File: config.mk
export PLATFORM = sky130hd
export DESIGN_NAME = cdb_bus_controller
export DESIGN_NICKNAME = d
export VERILOG_FILES = /design/src/rtl/cdb_bus_controller_pkg.sv /design/src/rtl/cdb_bus_controller_rr_finder.sv /design/src/rtl/cdb_bus_controller.sv
export SDC_FILE = /design/constraint.sdc
export NUM_CORES = 1
export LEC_CHECK = 0
export BUFFER_PORTS_ARGS = -buffer_cell sky130_fd_sc_hd__buf_2
export CAP_MARGIN = 10
export CORE_MARGIN = 8
export CORE_UTILIZATION = 35
export CTS_CLUSTER_SIZE = 20
export DETAILED_ROUTE_END_ITERATION = 10
export PLACE_DENSITY = 0.72
export SYNTH_ARGS = -nofsm -noshare
export SYNTH_HDL_FRONTEND = slang
export SYNTH_SLANG_ARGS = --single-unit
File: constraint.sdc
create_clock -name clock -period 1.5 [get_ports clock]
set_input_delay 0.075 -clock clock [delete_from_list [all_inputs] [get_ports clock]]
set_output_delay 0.075 -clock clock [all_outputs]
set_load 0.01 [all_outputs]
File: src/rtl/cdb_bus_controller_pkg.sv
// Shared constants for the common-data-bus grant engine and the combo-side arbiters.
package cdb_bus_controller_pkg;

    // Select value that no requester ever owns; a bus showing it is idle.
    localparam logic [7:0] IDLE_ADDRESS = 8'hFF;

    // Number of common data buses driven by the controller.
    localparam int CDB_COUNT = 2;

    // Width of a requester index; never zero so a single-requester build still has a pointer.
    function automatic int ptr_width(input int num_req);
        return (num_req > 1) ? $clog2(num_req) : 1;
    endfunction

endpackage

File: src/rtl/cdb_bus_controller_rr_finder.sv
// Circular first-set-bit finder: scans request bits starting at rr_ptr_i,
// skipping any bit set in mask_i, and reports the first eligible index.
module cdb_bus_controller_rr_finder
    import cdb_bus_controller_pkg::*;
#(
    parameter int NUM_REQ = 4,
    parameter int PTR_W   = ptr_width(NUM_REQ)
) (
    input  logic [NUM_REQ-1:0] request_i,
    input  logic [PTR_W-1:0]   rr_ptr_i,
    input  logic [NUM_REQ-1:0] mask_i,
    output logic [PTR_W-1:0]   idx_o,
    output logic               found_o
);

    logic [NUM_REQ-1:0] eligible;

    for (genvar gi = 0; gi < NUM_REQ; gi++) begin : g_eligible
        assign eligible[gi] = request_i[gi] & ~mask_i[gi];
    end

    // Walk the ring from the farthest offset back to the pointer so the
    // last assignment that sticks is the eligible bit closest to rr_ptr_i.
    always_comb begin
        idx_o   = '0;
        found_o = 1'b0;
        for (int k = NUM_REQ - 1; k >= 0; k--) begin
            int pos;
            pos = int'(rr_ptr_i) + k;
            if (pos >= NUM_REQ) begin
                pos = pos - NUM_REQ;
            end
            if (eligible[pos]) begin
                idx_o   = PTR_W'(pos);
                found_o = 1'b1;
            end
        end
    end

endmodule

File: src/rtl/cdb_bus_controller.sv
// Round-robin grant engine for the two common data buses. Picks up to two
// requesters per cycle, routes them around stalled buses and registers the
// select addresses and the grant mask.
module cdb_bus_controller
    import cdb_bus_controller_pkg::*;
#(
    parameter int         NUM_REQ      = 4,
    parameter logic [7:0] BASE_ADDRESS = 8'h00
) (
    input  logic                          clock,
    input  logic                          reset,
    input  logic [NUM_REQ-1:0]            request,
    input  logic [CDB_COUNT-1:0]          stall,
    output logic [CDB_COUNT-1:0][7:0]     select,
    output logic [NUM_REQ-1:0]            granted
);

    localparam int PTR_W = ptr_width(NUM_REQ);
    localparam logic [PTR_W-1:0] LAST_IDX = PTR_W'(NUM_REQ - 1);

    // The idle address must stay out of the requester address range.
    if (NUM_REQ < 1 || NUM_REQ > 16 || (int'(BASE_ADDRESS) + NUM_REQ - 1) >= 255) begin : g_bad_cfg
        $error("cdb_bus_controller: NUM_REQ/BASE_ADDRESS collide with IDLE_ADDRESS or out of range");
    end

    logic [PTR_W-1:0]              rr_ptr_q, rr_ptr_d;
    logic [CDB_COUNT-1:0][7:0]     select_q, select_d;
    logic [NUM_REQ-1:0]            granted_q, granted_d;

    logic [PTR_W-1:0]   idx_a, idx_b;
    logic               found_a, found_b;
    logic [NUM_REQ-1:0] mask_b;

    // Hit B is the next hit after A in ring order, so A is simply masked out.
    assign mask_b = NUM_REQ'(1) << idx_a;

    cdb_bus_controller_rr_finder #(
        .NUM_REQ (NUM_REQ),
        .PTR_W   (PTR_W)
    ) u_find_a (
        .request_i (request),
        .rr_ptr_i  (rr_ptr_q),
        .mask_i    ('0),
        .idx_o     (idx_a),
        .found_o   (found_a)
    );

    cdb_bus_controller_rr_finder #(
        .NUM_REQ (NUM_REQ),
        .PTR_W   (PTR_W)
    ) u_find_b (
        .request_i (request),
        .rr_ptr_i  (rr_ptr_q),
        .mask_i    (mask_b),
        .idx_o     (idx_b),
        .found_o   (found_b)
    );

    // Route hits onto free buses: A takes the lowest free bus, B only gets
    // bus 1 when both buses are free. The pointer follows the last grant.
    always_comb begin
        logic [PTR_W-1:0] last_idx;
        logic             any_grant;

        select_d  = {CDB_COUNT{IDLE_ADDRESS}};
        granted_d = '0;
        rr_ptr_d  = rr_ptr_q;
        last_idx  = idx_a;
        any_grant = 1'b0;

        if (!stall[0]) begin
            if (found_a) begin
                select_d[0]       = BASE_ADDRESS + 8'(idx_a);
                granted_d[idx_a]  = 1'b1;
                last_idx          = idx_a;
                any_grant         = 1'b1;
                if (!stall[1] && found_b) begin
                    select_d[1]       = BASE_ADDRESS + 8'(idx_b);
                    granted_d[idx_b]  = 1'b1;
                    last_idx          = idx_b;
                end
            end
        end else if (!stall[1] && found_a) begin
            select_d[1]      = BASE_ADDRESS + 8'(idx_a);
            granted_d[idx_a] = 1'b1;
            last_idx         = idx_a;
            any_grant        = 1'b1;
        end

        if (any_grant) begin
            rr_ptr_d = (last_idx == LAST_IDX) ? '0 : last_idx + 1'b1;
        end
    end

    // Output and pointer registers; reset forces both buses idle.
    always_ff @(posedge clock) begin
        if (reset) begin
            rr_ptr_q  <= '0;
            select_q  <= {CDB_COUNT{IDLE_ADDRESS}};
            granted_q <= '0;
        end else begin
            rr_ptr_q  <= rr_ptr_d;
            select_q  <= select_d;
            granted_q <= granted_d;
        end
    end

    assign select  = select_q;
    assign granted = granted_q;

endmodule

==> run summary <==
The flow ran to the end, and the final reports show no timing, DRC or antenna violations. The die covers 4310 um^2. The stage delay of the slowest cell on the critical path was 0.39 ns. The final critical path time including I/O delays and setup is 1.50 ns. For the number of H-tree levels, the log shows 1. With fillers left out, the area of the finished cells amounts to 1130 um^2. Routability congestion estimate: 0.847. The peak ir drop on the vdd network is 0.391 mV.

The worst pin sits at a relative slew slack of 72.7%. The number of nets with antenna violations after detailed routing was 0. The number of enable flip-flop cells after synthesis came out at 0.

The number of global-route vias before repair was 822. The floorplan die width is 65.7 um. The tool flagged a number of max-cap violations equal to 0. In this run the static leakage power is 0.535 nW. For the number of different library cells in the post-synthesis netlist, the log shows 40. Excluding fillers, the count of instances in the completed layout stands at 171. The tools report the number of core rows as 18. In the final layout, the share of cells above drive strength 1 is 46.8%.

Walking the worst path, the cells encountered are or3b_4 -> a21oi_2 -> a211o_1 -> nor2_2 -> mux2i_1 -> a211oi_2. The power density normalized to cell area came out at 816 nW/um^2. For hold timing, the worst endpoint is rr_ptr_q[1]. Setup violations remaining at the end of the flow were counted as 0.

In the post-synthesis netlist, the biggest area contributors are sky130_fd_sc_hd__dfxtp_1, sky130_fd_sc_hd__buf_4, sky130_fd_sc_hd__nand2_1. Max-slew violation count: 0. The critical path is of the reg -> reg type. The total number of vias was 906; the pin count of the biggest net entering global routing was 11. Beginning of the worst register-to-register path: rr_ptr_q[0].

The slowest stage of the critical path is the sky130_fd_sc_hd__dfxtp_4 cell. During placement, the flow inserted port buffers numbering 27. The total grt overflow is 0. The setup total negative slack is 0 ns. The tools report the clock root buffer as sky130_fd_sc_hd__clkbuf_4. The run gives 151 as the number of nets in the final layout. For this run, the total global-route usage over all layers was measured as 10.3%. Dividing the detail-routed wire length by the instance count gives 13.1 um.

The number of antenna violations at the first check in global routing was 0; the data arrival at the endpoint of the critical path was 1.66 ns. sky130_fd_sc_hd__buf_4 is the most common cell in the netlist. The worst hold path belongs to the class in -> reg.

The tools report the register area share after synthesis as 27.8%. The worst register-to-register path ends at rr_ptr_q[1]. The minimum hold slack came out at 0.0694 ns. The number of placed instances with taps included was 167; the number of register bits inferred by synthesis was 12. Before antenna repair, the detailed router went through 4 iterations. Using the TritonRoute via totals, the vias-per-cell ratio works out to 5.30. The synthesized area per cell was 8.07 um^2. For the diode insertion count for antenna repair, the log shows 0. The floorplan step defined a core boundary enclosing 2410 um^2. No sink is reached through more buffers than the 2 on the longest clock path.

After the first detailed-routing iteration, the DRC count stood at 26. The total cell area at the placement stage was 1070 um^2; the latest clock arrival within the worst-skew pair was 0.27 ns. The tools report the core occupancy in the finished layout as 46.9%. Of all nets on the critical path, the largest fanout is 8. Counting instances in the post-synthesis netlist gives the leading cell types as sky130_fd_sc_hd__buf_4, sky130_fd_sc_hd__dfxtp_1, sky130_fd_sc_hd__nand2_1.

I/O pin count: 28. After technology mapping, the gate count stands at 107. Of the post-synthesis cell area, the dominant cell type holds 27.8%. The first global-routing pass estimated 3660 um of wire. In the synthesized netlist the dominant register cell turns out to be sky130_fd_sc_hd__dfxtp_1.

The aggregate routed wire length is 2230 um. The ratio of final minimum period to clock period is 99.8%, and the Yosys warning count is 0. The logs give 0.0160 ns for the worst-case clock skew and 668 MHz for the achievable clock frequency. Setup repair after global routing could not meet its margin everywhere.

For flop-to-flop paths, the worst setup slack is 0.004 ns. The worst register-to-register path has a depth of 6. The run gives 863 um^2 as the summed instance area of the synthesized netlist.

The estimated wirelength of the detail-placed design is 1790 um, and the number of CTS-inserted buffers is 3. Compared with the post-synthesis result, the final layout area differs by 31.0%. Hold violation count in the final report: 0.

The number of buffers and inverters on the critical path was 0. TritonCTS built the clock tree. The biggest area contributor in the post-synthesis netlist is sky130_fd_sc_hd__dfxtp_1. Clock transition at the registers of the reported paths: 0.08 ns. Count of unresolved DRC violations after routing: 0. The kind of start point of the critical path is a flip-flop. Among cell families on the critical path, the largest total delay comes from simple AND/OR/NAND/NOR gates. The post-synthesis async set-or-reset flop share is 0%. The number of cells traversed by the worst hold path is 2. Startpoint of the lowest-slack hold path: reset. The post-synthesis net count came out at 115. STA classifies the critical path endpoint as a flip-flop. For the pin with the worst max-slew slack, the measured transition is 0.406 ns.

Buffers inserted to repair hold after CTS numbered 0. CTS saw 12 sinks. The initial utilization of the core area, before any placement, comes to 35.8%.

The tools report the data required time at the worst endpoint as 1.66 ns. The die is 65.7 um tall.
## through the flow
step / power [mW] / setup WS, ns
floorplan: 0.599 / 0.00261
global placement: 0.712 / -0.0596
detailed placement: 0.715 / -0.0818
CTS: 0.920 / 0.00161
global route: 0.981 / -0.0568
finish: 0.923 / 0.00373
## kinds of logic (layout without fill, tap and decap cells)
family / after synthesis / count (layout) / synth area share [%]
AOI/OAI and AO/OA: 35 / 35 / 29.7
buffers and inverters: 24 / 58 / 17.4
and+or+nand+nor: 33 / 33 / 21.5
muxes: 2 / 2 / 2.32
DFF: 12 / 12 / 27.8
adders and majority gates: 1 / 1 / 1.30
## per-layer routing
layer	part of all wire, %	track usage, %
met1	43	12.1
met5	0	0
met2	46	17.1
met4	0.27	3.27
met3	11	3.40
## registers in the layout, summed over array words and instances (netlist names)
register,cells
granted,4
rr_ptr_q,2
select,6
## power by group
| group | total, mW | switching, mW | internal (mW) | leakage (nW) |
|---|---|---|---|---|
| Sequential | 0.371 | 0.0236 | 0.348 | 0.100 |
| Clock | 0.190 | 0.0978 | 0.0925 | 0.0138 |
| Combinational | 0.361 | 0.184 | 0.177 | 0.421 |
## worst register-to-register path: stages (launching register included)
cell                       delay (ns)
sky130_fd_sc_hd__dfxtp_4         0.39
sky130_fd_sc_hd__or3b_4          0.38
sky130_fd_sc_hd__a21oi_2         0.15
sky130_fd_sc_hd__a211o_1         0.19
sky130_fd_sc_hd__nor2_2          0.04
sky130_fd_sc_hd__mux2i_1         0.15
sky130_fd_sc_hd__a211oi_2        0.08
## timing repair
item                                    4_1_cts  5_1_grt
pin swaps                                     3        3
resized for setup                             4        5
endpoints found under the setup margin        6        7
buffers inserted                              1        0
## worst max path at each step
stage                     start  cells past startpoint  slack [ns]          end
finish              rr_ptr_q[0]                      6       0.004  rr_ptr_q[1]
detailed placement  rr_ptr_q[0]                      5       -0.08  rr_ptr_q[1]
floorplan           rr_ptr_q[0]                      6       0.003  rr_ptr_q[1]
CTS                 rr_ptr_q[0]                      6       0.002  rr_ptr_q[1]
global route        rr_ptr_q[0]                      6       -0.06  rr_ptr_q[1]
global placement    rr_ptr_q[0]                      5       -0.06  rr_ptr_q[0]
## cell type report
type / instances / area, um^2
multi-input cells: 71 / 504
well taps: 30 / 37.5
repair buffers: 48 / 293
fillers: 233 / 1280
clock buffers: 3 / 22.5
flip-flops and latches: 12 / 248
inverters: 7 / 26.3
## cell usage in the layout, fill, tap and decap left out, types with 2 or more instances in the layout
cell type and count:
sky130_fd_sc_hd__buf_4 21, sky130_fd_sc_hd__a21oi_1 5, sky130_fd_sc_hd__inv_1 7, sky130_fd_sc_hd__mux2i_1 2
sky130_fd_sc_hd__a31oi_1 2, sky130_fd_sc_hd__or3b_1 2, sky130_fd_sc_hd__dfxtp_1 10, sky130_fd_sc_hd__nand2b_1 2
sky130_fd_sc_hd__a21o_1 2, sky130_fd_sc_hd__clkbuf_4 3, sky130_fd_sc_hd__o21ai_1 3, sky130_fd_sc_hd__nor3_1 2
sky130_fd_sc_hd__dfxtp_4 2, sky130_fd_sc_hd__buf_2 27, sky130_fd_sc_hd__a211oi_2 2, sky130_fd_sc_hd__nand2_1 9
sky130_fd_sc_hd__nor2_1 8, sky130_fd_sc_hd__o21ai_0 5
Power figures use the tool's default switching activity.
